--- config.mk ---
export PLATFORM = sky130hd
export DESIGN_NAME = piso_serializer
export DESIGN_NICKNAME = d
export VERILOG_FILES = /design/src/rtl/piso_serializer.sv
export SDC_FILE = /design/constraint.sdc
export NUM_CORES = 1
export LEC_CHECK = 0
export BUFFER_PORTS_ARGS = -buffer_cell sky130_fd_sc_hd__buf_4
export CAP_MARGIN = 20
export CORE_UTILIZATION = 45
export CTS_CLUSTER_SIZE = 12
export DETAILED_ROUTE_END_ITERATION = 16
export HOLD_SLACK_MARGIN = 0.02
export PLACE_DENSITY_LB_ADDON = 0.08
export SLEW_MARGIN = 20
export SYNTH_ARGS = -nofsm -noshare
export SYNTH_HDL_FRONTEND = slang
export SYNTH_SLANG_ARGS = --single-unit
--- constraint.sdc ---
create_clock -name clk -period 1.6 [get_ports clk]
set_clock_uncertainty 0.1 [all_clocks]
set_input_delay 0.08 -clock clk [delete_from_list [all_inputs] [get_ports clk]]
set_output_delay 0.08 -clock clk [all_outputs]
set_load 0.02 [all_outputs]
--- src/rtl/piso_serializer.sv ---
// piso_serializer
//   Parallel-in, serial-out register. A WIDTH-bit word is accepted over a
//   valid/ready handshake and then shifted out one bit per accepted beat on a
//   serial valid/ready interface. Words may be streamed back-to-back with no
//   bubble: the next word loads on the same edge that transfers the last bit.
//
// Parameters
//   WIDTH      word width in bits (2..32)
//   MSB_FIRST  0: bit 0 leaves first, 1: bit WIDTH-1 leaves first
//
// Ports
//   clk        rising-edge clock
//   reset      asynchronous, active-high reset
//   in_data    parallel word to serialize
//   in_valid   in_data is valid
//   in_ready   a word can be accepted this cycle (combinational from out_ready)
//   out        current serial bit
//   out_valid  out holds a valid bit
//   out_last   current bit is the final bit of the word
//   out_ready  consumer accepts the current bit this cycle
//   busy       a word is held
module piso_serializer #(
  parameter int unsigned WIDTH     = 8,
  parameter bit          MSB_FIRST = 1'b0
) (
  input  logic             clk,
  input  logic             reset,
  input  logic [WIDTH-1:0] in_data,
  input  logic             in_valid,
  output logic             in_ready,
  output logic             out,
  output logic             out_valid,
  output logic             out_last,
  input  logic             out_ready,
  output logic             busy
);

  localparam int unsigned CW = $clog2(WIDTH);

  typedef enum logic {
    IDLE,
    SHIFT
  } state_t;

  state_t           state, state_nx;
  logic [WIDTH-1:0] shreg, shreg_nx;
  logic [CW-1:0]    cnt;
  logic             load, shift;

  always_ff @(posedge clk or posedge reset) begin
    if (reset) begin
      state <= IDLE;
      shreg <= '0;
      cnt   <= '0;
    end else begin
      state <= state_nx;
      if (load) begin
        shreg <= shreg_nx;
        cnt   <= CW'(WIDTH - 1);
      end else if (shift) begin
        shreg <= shreg_nx;
        cnt   <= cnt - CW'(1);
      end
    end
  end

  // Each bit is a load cell: its source is either the parallel word or its
  // neighbour one step further from the output end; the far end fills with 0.
  always_comb begin
    if (load) begin
      shreg_nx = in_data;
    end else if (MSB_FIRST) begin
      shreg_nx = {shreg[WIDTH-2:0], 1'b0};
    end else begin
      shreg_nx = {1'b0, shreg[WIDTH-1:1]};
    end
  end

  always_comb begin
    state_nx  = state;
    in_ready  = 1'b0;
    out       = 1'b0;
    out_valid = 1'b0;
    out_last  = 1'b0;
    busy      = 1'b0;
    load      = 1'b0;
    shift     = 1'b0;

    unique case (state)
      IDLE: begin
        in_ready = !reset;
        if (in_valid && in_ready) begin
          load     = 1'b1;
          state_nx = SHIFT;
        end
      end

      SHIFT: begin
        out_valid = 1'b1;
        busy      = 1'b1;
        out       = MSB_FIRST ? shreg[WIDTH-1] : shreg[0];
        out_last  = (cnt == '0);
        shift     = out_ready;
        // Readiness for the next word rides on the last-bit transfer so a
        // continuous stream sees no idle cycle between words.
        in_ready  = !reset && out_last && out_ready;
        if (shift && out_last) begin
          if (in_valid) begin
            load = 1'b1;
          end else begin
            state_nx = IDLE;
          end
        end
      end

      default: state_nx = IDLE;
    endcase
  end

endmodule
==> impl_results.html, run 1 <==
<table>
<tr><th>Metric</th><th>Value</th></tr>
<tr><th colspan="2">Clock network</th></tr>
<tr><td>Clock edge transition at the registers on the reported setup and hold paths</td><td>80 ps</td></tr>
<tr><td>Clock sink total</td><td>12</td></tr>
<tr><td>H-Tree Depth</td><td>1</td></tr>
<tr><td>Clock tree from TritonCTS</td><td>yes</td></tr>
<tr><td>Buffer type at the clock tree root</td><td>sky130_fd_sc_hd__clkbuf_4</td></tr>
<tr><td>Maximum buffer depth of the clock tree</td><td>2</td></tr>
<tr><td>Clock latency at the later pin of the worst-skew pair</td><td>between 200 and 300 ps</td></tr>
<tr><td>Num CTS Buffers</td><td>3</td></tr>
<tr><th colspan="2">Floorplan</th></tr>
<tr><td>I/O pin count</td><td>17</td></tr>
<tr><td>Placeable core region</td><td>roughly 1400 um2</td></tr>
<tr><td>Initial core utilization</td><td>50.5%</td></tr>
<tr><td>Horizontal die dimension</td><td>slightly above 40 um</td></tr>
<tr><td>Cell row count</td><td>13</td></tr>
<tr><td>Chip height</td><td>between 40 and 50 um</td></tr>
<tr><td>Die Footprint</td><td>approximately 1700 um2</td></tr>
<tr><th colspan="2">Route</th></tr>
<tr><td>Starting DRT DRC Count</td><td>4</td></tr>
<tr><td>Routed Wire Length</td><td>~1500 um</td></tr>
<tr><td>Via count normalized by instance count</td><td>4.90</td></tr>
<tr><td>Length of the first detailed-routing pass in iterations</td><td>4</td></tr>
<tr><td>Vias</td><td>~530</td></tr>
<tr><td>Wirelength per Cell</td><td>between 10 and 15 um</td></tr>
<tr><td>Post-route ant nets</td><td>0</td></tr>
<tr><td>Total DRC errors in the routed layout</td><td>0</td></tr>
<tr><th colspan="2">Global routing</th></tr>
<tr><td>Antenna violations before repair</td><td>0</td></tr>
<tr><td>Maximum number of pins on one net before global-route repair</td><td>13</td></tr>
<tr><td>Wire length of the first global-routing pass</td><td>2250 um</td></tr>
<tr><td>GR Overflow Total</td><td>0</td></tr>
<tr><td>Number of global-route vias before repair</td><td>529</td></tr>
<tr><td>Total global routing track utilization</td><td>about 22%</td></tr>
<tr><th colspan="2">Min path</th></tr>
<tr><td>Class of the worst hold path</td><td>primary input to register</td></tr>
<tr><th colspan="2">Timing</th></tr>
<tr><td>Portion of the clock cycle consumed by the worst path in the final layout</td><td>100%</td></tr>
<tr><td>Unrepaired setup endpoints after global routing</td><td>yes</td></tr>
<tr><td>Worst-Margin Slew</td><td>around 480 ps</td></tr>
<tr><td>Least setup slack across all paths after layout</td><td>-5.28 ps</td></tr>
<tr><td>Final number of max-transition violations</td><td>0</td></tr>
<tr><td>Slew margin rel.</td><td>68.0%</td></tr>
<tr><td>Count of endpoints failing setup in the final report</td><td>4</td></tr>
<tr><td>Clock period minus final worst setup slack</td><td>roughly 1600 ps</td></tr>
<tr><td>Max frequency</td><td>around 620 MHz</td></tr>
<tr><td>Hold Fails Final Rpt</td><td>0</td></tr>
<tr><th colspan="2">Logic synthesis</th></tr>
<tr><td>Simple-gate portion of the synthesized area</td><td>between 9 and 10%</td></tr>
<tr><td>Distinct cell type count after synthesis</td><td>21</td></tr>
<tr><td>Post-Syn Area per Cell</td><td>12.6 um2</td></tr>
<tr><td>Synth warnings</td><td>0</td></tr>
<tr><td>#FFs+latches synth</td><td>12</td></tr>
<tr><td>Largest family of logic cells by synthesized area</td><td>multiplexers</td></tr>
<tr><td>Mapped Nets</td><td>a little under 70</td></tr>
<tr><td>Share of the synthesized area in compound gates (AO/OA/AOI/OAI)</td><td>3.99%</td></tr>
<tr><td>Seq/Total Area, Yosys</td><td>43.5%</td></tr>
<tr><td>Gate Count Post-Synth</td><td>55</td></tr>
<tr><td>Cell area after technology mapping</td><td>691 um2</td></tr>
<tr><td>Area share of xor/xnor cells in the synthesized design</td><td>2.54%</td></tr>
<tr><td>Fraction of synthesized area in multiplexers</td><td>around 31%</td></tr>
<tr><td>Adder-cell share of the synthesized area</td><td>3.62%</td></tr>
<tr><th colspan="2">Critical path</th></tr>
<tr><td>Startpoint-to-endpoint class of the critical path</td><td>register to register</td></tr>
<tr><td>Worst reg2reg setup slack</td><td>-5 ps</td></tr>
<tr><td>Worst-path cell chain</td><td>inv_2 -&gt; ha_4 -&gt; and4b_1 -&gt; o21ai_2 -&gt; buf_6 -&gt; mux2_4</td></tr>
<tr><td>Worst reg2reg endpoint</td><td>shreg[3]</td></tr>
<tr><td>End point of the critical path</td><td>shreg[3]</td></tr>
<tr><td>Reg-to-Reg Start</td><td>cnt[1]</td></tr>
<tr><td>Max incr delay on CP</td><td>around 370 ps</td></tr>
<tr><td>Data required, critical path</td><td>1670 ps</td></tr>
<tr><td>Register-to-Register Path Depth</td><td>6</td></tr>
<tr><td>Crit end category</td><td>register</td></tr>
<tr><td>Standard cell with the maximum stage delay on the critical path</td><td>sky130_fd_sc_hd__dfrtp_1</td></tr>
<tr><td>Critical Path Fanout Max</td><td>5</td></tr>
<tr><td>Worst EP arrival</td><td>1670 ps</td></tr>
<tr><td>Startpoint types</td><td>register</td></tr>
<tr><td>Beginning of the critical path</td><td>cnt[1]</td></tr>
<tr><th colspan="2">Pwr</th></tr>
<tr><td>Part of the power in the clock network</td><td>13.7%</td></tr>
<tr><td>Maximum resistive drop on vdd</td><td>around 1.2 mV</td></tr>
<tr><td>Net switching power</td><td>between 600 and 700 uW</td></tr>
<tr><td>Logic gate share of total power</td><td>approximately 56%</td></tr>
<tr><td>Pwr Density</td><td>~1700 nW/um2</td></tr>
<tr><td>Switching power as a share of total power</td><td>33.3%</td></tr>
<tr><td>Pint</td><td>~1.2 mW</td></tr>
<tr><td>Sequential share of power</td><td>30.0%</td></tr>
<tr><td>Leakage dissipation</td><td>roughly 0.56 nW</td></tr>
<tr><th colspan="2">Placement</th></tr>
<tr><td>Cells after DPL</td><td>90</td></tr>
<tr><td>Buffers on Ports</td><td>16</td></tr>
<tr><td>HPWL after detailed placement</td><td>approximately 900 um</td></tr>
<tr><td>Routability congestion estimate from global placement</td><td>around 0.64</td></tr>
<tr><td>Post-place setup slack</td><td>-45.5 ps</td></tr>
<tr><th colspan="2">Cells and area</th></tr>
<tr><td>Most common library cell in the layout ignoring fill and taps</td><td>sky130_fd_sc_hd__buf_4</td></tr>
<tr><td>Relative area change from synthesis to final layout</td><td>56.9%</td></tr>
<tr><td>Post-route insts no fill</td><td>~110</td></tr>
<tr><td>Number of antenna diodes</td><td>0</td></tr>
<tr><td>Final net count</td><td>approximately 110</td></tr>
<tr><td>Top library cells by usage in the layout, fill and taps aside</td><td>sky130_fd_sc_hd__buf_4, sky130_fd_sc_hd__mux2_4, sky130_fd_sc_hd__dfrtp_1</td></tr>
<tr><td>Ratio of cells with drive above 1 in the final layout</td><td>59.1%</td></tr>
<tr><th colspan="2">Status</th></tr>
<tr><td>Violated checks</td><td>setup timing</td></tr>
<tr><td>Outcome</td><td>finished with violations</td></tr>
<tr><th colspan="2">Job</th></tr>
<tr><td># Max-Cap Violations</td><td>0</td></tr>
</table>
[critical path, delay by kind of cell (launching register included)]
| family | cells | cell delay, ps |
|---|---|---|
| fa+ha+maj | 1 | 160 |
| mux | 1 | 290 |
| flops | 1 | 370 |
| buf+inv | 2 | 220 |
| compound gates | 1 | 180 |
| simple gates | 1 | 180 |
[through the flow]
stage | utilization (%) | power, mW | area [um2] | TNS, ps | hold slack [ps]
after floorplan | - | 1.11 | 698 | 0 | -155
after global placement | 62.9 | 1.32 | 860 | -3.50 | 49.4
after detailed placement | 62.9 | 1.34 | 860 | -110 | 53.9
after CTS | 77.1 | 1.74 | 1050 | -2.62 | 47.7
after global routing | 79.3 | 1.92 | 1080 | -661 | 77.2
final | 79.3 | 1.80 | 1080 | -12.3 | 69.1
[power groups by stage]
| stage | logic [mW] | registers [mW] | clock network [mW] |
|---|---|---|---|
| 2_1_floorplan | 0.589 | 0.525 | 0 |
| 3_3_place_gp | 0.789 | 0.527 | 0 |
| 3_5_place_dp | 0.806 | 0.532 | 0 |
| 4_1_cts | 0.951 | 0.528 | 0.261 |
| 5_1_grt | 1.09 | 0.558 | 0.269 |
| 6_report | 1.02 | 0.540 | 0.248 |
[registers in the layout, indices dropped and copies added (netlist names)]
register,cells
shreg,8
cnt,3
state,1
[worst min-delay path by stage]
| stage | start | end | cells past startpoint |
|---|---|---|---|
| 2_1_floorplan | reset | cnt[0] | 1 |
| 3_3_place_gp | reset | state | 2 |
| 3_5_place_dp | reset | state | 2 |
| 4_1_cts | out_ready | cnt[2] | 4 |
| 5_1_grt | out_ready | cnt[2] | 4 |
| 6_report | out_ready | cnt[2] | 4 |
[Yosys cell counts]
cell type	number	area (um2)
sky130_fd_sc_hd__dfrtp_1	12	300
sky130_fd_sc_hd__xnor2_1	1	8.76
sky130_fd_sc_hd__ha_1	2	25.0
sky130_fd_sc_hd__mux2_4	12	180
sky130_fd_sc_hd__nand2_2	1	6.26
sky130_fd_sc_hd__nand3b_1	1	7.51
sky130_fd_sc_hd__and4b_1	1	10.0
sky130_fd_sc_hd__inv_1	5	18.8
sky130_fd_sc_hd__mux2_2	2	22.5
sky130_fd_sc_hd__o211ai_1	1	7.51
sky130_fd_sc_hd__xor2_1	1	8.76
sky130_fd_sc_hd__a21oi_1	3	15.0
sky130_fd_sc_hd__nand2_1	4	15.0
sky130_fd_sc_hd__buf_4	2	15.0
sky130_fd_sc_hd__o21ai_1	1	5.00
sky130_fd_sc_hd__nor2_1	1	3.75
sky130_fd_sc_hd__and2_2	1	7.51
sky130_fd_sc_hd__mux2i_1	1	10.0
sky130_fd_sc_hd__nand3_1	1	5.00
sky130_fd_sc_hd__nor3b_1	1	7.51
sky130_fd_sc_hd__buf_6	1	11.3
[per-layer routing]
layer  track usage, %  wire length, um  vias to the layer above
li1                 -                -                      261
met1             24.3              669                      248
met2             34.8              781                       16
met3             5.43               40                        4
met4             18.5               24                        0
met5                0                0                        -
[final cells by class]
cell class | instances | area [um2]
tap | 15 | 18.8
multi-input combinational | 35 | 392
fill | 87 | 283
timing repair buffer | 37 | 318
sequential | 12 | 300
clock buffer | 4 | 36.3
inverter | 5 | 18.8
[repair_timing]
item / in CTS / in global routing
hold endpoints to repair: 21 / 0
setup buffers: 4 / 0
gates resized for setup: 7 / 7
hold buffers: 10 / 0
pin swaps: 3 / 4
endpoints found under the setup margin: 9 / 12
[cells by family after synthesis]
family	after synthesis
flops	12
compound gates	5
simple gates	11
fa+ha+maj	2
xor+xnor	2
mux	15
buf+inv	8
Power figures use the tool's default switching activity.
==> run 2: changes to the inputs <==
--- a/config.mk
+++ b/config.mk
@@ -7,7 +7,9 @@
 export LEC_CHECK = 0
 export BUFFER_PORTS_ARGS = -buffer_cell sky130_fd_sc_hd__buf_4
 export CAP_MARGIN = 20
-export CORE_UTILIZATION = 45
+export CORE_MARGIN = 3
+export CORE_UTILIZATION = 48
+export CTS_BUF_LIST = sky130_fd_sc_hd__clkbuf_8
 export CTS_CLUSTER_SIZE = 12
 export DETAILED_ROUTE_END_ITERATION = 16
 export HOLD_SLACK_MARGIN = 0.02
==> impl_results.html, run 2 (same netlist as run 1, synthesis figures left out) <==
<table>
<tr><th>Metric</th><th>Value</th></tr>
<tr><th colspan="2">Floorplan</th></tr>
<tr><td>I/O pin count</td><td>17 (unchanged)</td></tr>
<tr><td>Cell row count</td><td>13 (unchanged)</td></tr>
<tr><td>Initial core utilization</td><td>52.4% (+1.9 points)</td></tr>
<tr><td>Chip height</td><td>43.9 um (+6.7%)</td></tr>
<tr><td>Die Footprint</td><td>1930 um2 (+14%)</td></tr>
<tr><td>Placeable core region</td><td>1320 um2 (-3.6%)</td></tr>
<tr><td>Horizontal die dimension</td><td>43.9 um (+6.7%)</td></tr>
<tr><th colspan="2">Placement</th></tr>
<tr><td>Routability congestion estimate from global placement</td><td>0.699 (+8.5%)</td></tr>
<tr><td>HPWL after detailed placement</td><td>960 um (+7.2%)</td></tr>
<tr><td>Buffers on Ports</td><td>16 (unchanged)</td></tr>
<tr><td>Cells after DPL</td><td>90 (unchanged)</td></tr>
<tr><td>Post-place setup slack</td><td>-38.2 ps (+7.36 ps)</td></tr>
<tr><th colspan="2">Pwr</th></tr>
<tr><td>Leakage dissipation</td><td>0.544 nW (-2.9%)</td></tr>
<tr><td>Maximum resistive drop on vdd</td><td>1.08 mV (-7.8%)</td></tr>
<tr><td>Pwr Density</td><td>1640 nW/um2 (-1.5%)</td></tr>
<tr><th colspan="2">Timing</th></tr>
<tr><td>Least setup slack across all paths after layout</td><td>50.8 ps (+56.1 ps)</td></tr>
<tr><td>Slew margin rel.</td><td>69.1% (+1.2 points)</td></tr>
<tr><td>Final number of max-transition violations</td><td>0 (unchanged)</td></tr>
<tr><td>Clock period minus final worst setup slack</td><td>1550 ps (-56.1 ps)</td></tr>
<tr><td>Aggregate negative setup slack</td><td>0 ps (+12.3 ps)</td></tr>
<tr><td>Portion of the clock cycle consumed by the worst path in the final layout</td><td>96.8% (-3.5 points)</td></tr>
<tr><td>Max frequency</td><td>646 MHz (+3.6%)</td></tr>
<tr><td>Worst-Margin Slew</td><td>463 ps (-17.4 ps)</td></tr>
<tr><td>Hold Worst Slack</td><td>103 ps (+34.3 ps)</td></tr>
<tr><td>Hold Fails Final Rpt</td><td>0 (unchanged)</td></tr>
<tr><td>Count of endpoints failing setup in the final report</td><td>0 (-4)</td></tr>
<tr><th colspan="2">Critical path</th></tr>
<tr><td>Register-to-Register Path Depth</td><td>6 (unchanged)</td></tr>
<tr><td>Startpoint types</td><td>register</td></tr>
<tr><td>Data required, critical path</td><td>1620 ps (-50 ps)</td></tr>
<tr><td>Worst reg2reg setup slack</td><td>50 ps (+60 ps)</td></tr>
<tr><td>Crit end category</td><td>register</td></tr>
<tr><td>Startpoint-to-endpoint class of the critical path</td><td>register to register</td></tr>
<tr><td>Worst reg2reg endpoint</td><td>shreg[6]</td></tr>
<tr><td>Critical Path Fanout Max</td><td>8 (+3)</td></tr>
<tr><td>Reg-to-Reg Start</td><td>cnt[1]</td></tr>
<tr><td>Worst EP arrival</td><td>1560 ps (-110 ps)</td></tr>
<tr><th colspan="2">Clock network</th></tr>
<tr><td>Clock tree from TritonCTS</td><td>yes</td></tr>
<tr><td>Maximum buffer depth of the clock tree</td><td>2 (unchanged)</td></tr>
<tr><td>Clock edge transition at the registers on the reported setup and hold paths</td><td>50 ps (-30 ps)</td></tr>
<tr><td>Num CTS Buffers</td><td>3 (unchanged)</td></tr>
<tr><td>Clock sink total</td><td>12 (unchanged)</td></tr>
<tr><td>Buffer type at the clock tree root</td><td>sky130_fd_sc_hd__clkbuf_8</td></tr>
<tr><td>H-Tree Depth</td><td>1 (unchanged)</td></tr>
<tr><td>Clock latency at the later pin of the worst-skew pair</td><td>240 ps (-30 ps)</td></tr>
<tr><th colspan="2">Cells and area</th></tr>
<tr><td>Post-route insts no fill</td><td>104 (-3.7%)</td></tr>
<tr><td>Top library cells by usage in the layout, fill and taps aside</td><td>sky130_fd_sc_hd__buf_4, sky130_fd_sc_hd__mux2_4, sky130_fd_sc_hd__dfrtp_1</td></tr>
<tr><td>Registers with the highest flip-flop counts</td><td>shreg x8, cnt x3, state x1</td></tr>
<tr><td>Final net count</td><td>105 (-2.8%)</td></tr>
<tr><td>Number of antenna diodes</td><td>0 (unchanged)</td></tr>
<tr><td>Flip-flop count of the largest register after layout</td><td>8 (unchanged)</td></tr>
<tr><td>Relative area change from synthesis to final layout</td><td>49.3%</td></tr>
<tr><td>Register bank with the most flops</td><td>shreg</td></tr>
<tr><td>Ratio of cells with drive above 1 in the final layout</td><td>53.9% (-5.2 points)</td></tr>
<tr><td>Fill cells</td><td>86 (-1.1%)</td></tr>
<tr><td>Most common library cell in the layout ignoring fill and taps</td><td>sky130_fd_sc_hd__buf_4</td></tr>
<tr><td>Core utilization of the finished layout</td><td>78.3% (-1.1 points)</td></tr>
<tr><th colspan="2">Min path</th></tr>
<tr><td>Min-delay src</td><td>out_ready</td></tr>
<tr><td>Worst hold path cell count</td><td>4 (unchanged)</td></tr>
<tr><td>Class of the worst hold path</td><td>primary input to register</td></tr>
<tr><td>Hold path endpoint</td><td>cnt[2]</td></tr>
<tr><th colspan="2">Global routing</th></tr>
<tr><td>Maximum number of pins on one net before global-route repair</td><td>13 (unchanged)</td></tr>
<tr><td>Number of global-route vias before repair</td><td>538 (+1.7%)</td></tr>
<tr><td>GR Overflow Total</td><td>0 (unchanged)</td></tr>
<tr><td>Wire length of the first global-routing pass</td><td>2320 um (+3.1%)</td></tr>
<tr><td>Antenna violations before repair</td><td>0 (unchanged)</td></tr>
<tr><td>Total global routing track utilization</td><td>16.8% (-5.1 points)</td></tr>
<tr><th colspan="2">Job</th></tr>
<tr><td># Max-Cap Violations</td><td>0 (unchanged)</td></tr>
<tr><th colspan="2">Status</th></tr>
<tr><td>Outcome</td><td>finished clean</td></tr>
<tr><th colspan="2">Route</th></tr>
<tr><td>Total DRC errors in the routed layout</td><td>0 (unchanged)</td></tr>
<tr><td>Post-route ant nets</td><td>0 (unchanged)</td></tr>
<tr><td>Via count normalized by instance count</td><td>4.83 (-1.5%)</td></tr>
<tr><td>Wirelength per Cell</td><td>13.4 um (-4.6%)</td></tr>
<tr><td>Vias</td><td>502 (-5.1%)</td></tr>
<tr><td>Starting DRT DRC Count</td><td>2 (-2)</td></tr>
<tr><td>Routed Wire Length</td><td>1390 um (-8.1%)</td></tr>
<tr><td>Length of the first detailed-routing pass in iterations</td><td>3 (-1)</td></tr>
</table>
## run 2: changes by cell type in the layout (fill, tap and decap cells not counted), moves of 2 or more
cell	before	now
sky130_fd_sc_hd__clkbuf_4	3	0
sky130_fd_sc_hd__clkbuf_8	1	3
sky130_fd_sc_hd__buf_6	4	0
sky130_fd_sc_hd__ha_4	2	0
## run 2: per-stage QoR
step | area, um2 | total power, mW
after floorplan | 698 | 1.11
after global placement | 872 | 1.34
after detailed placement | 872 | 1.37
after CTS | 1020 | 1.67
after global routing | 1030 | 1.81
final | 1030 | 1.69
## run 2: area by class of cell
class | instances | area (um2) | share of cell area, %
clock buffer | 3 | 41.3 | 4.00
multi-input combinational | 35 | 359 | 34.8
tap | 15 | 18.8 | 1.82
inverter | 5 | 18.8 | 1.82
sequential | 12 | 300 | 29.1
timing repair buffer | 34 | 293 | 28.4
## run 2: worst max-delay path by stage
stage,start,to,cells after the start
floorplan,cnt[0],shreg[0],6
global placement,cnt[0],shreg[6],6
detailed placement,cnt[1],shreg[6],6
CTS,cnt[1],shreg[6],6
global route,cnt[1],shreg[5],6
finish,cnt[1],shreg[6],6
## run 2: where the power goes
group | internal, mW | switching, mW
clock network | 0.165 | 0.0981
registers | 0.439 | 0.0992
logic | 0.559 | 0.331
## run 2: worst max-delay path, cell delays in order, from the launching register on
cell                      delay (ps)
sky130_fd_sc_hd__dfrtp_1         350
sky130_fd_sc_hd__inv_2            40
sky130_fd_sc_hd__ha_2            160
sky130_fd_sc_hd__and4b_1         170
sky130_fd_sc_hd__o21ai_2         160
sky130_fd_sc_hd__buf_12          150
sky130_fd_sc_hd__mux2_4          300
## run 2: what timing repair did
action,4_1_cts,5_1_grt
setup endpoints to repair,2,10
gates resized for setup,2,3
pin swaps,2,2
setup buffers,0,1
hold buffers,10,0
hold endpoints to repair,21,0
## run 2: layer usage
layer	vias to the layer above	track usage, %	routed length [um]
li1	253	-	-
met1	232	18.7	592
met2	17	30.2	715
met3	0	7.47	85
met4	0	1.81	0
met5	-	0	0
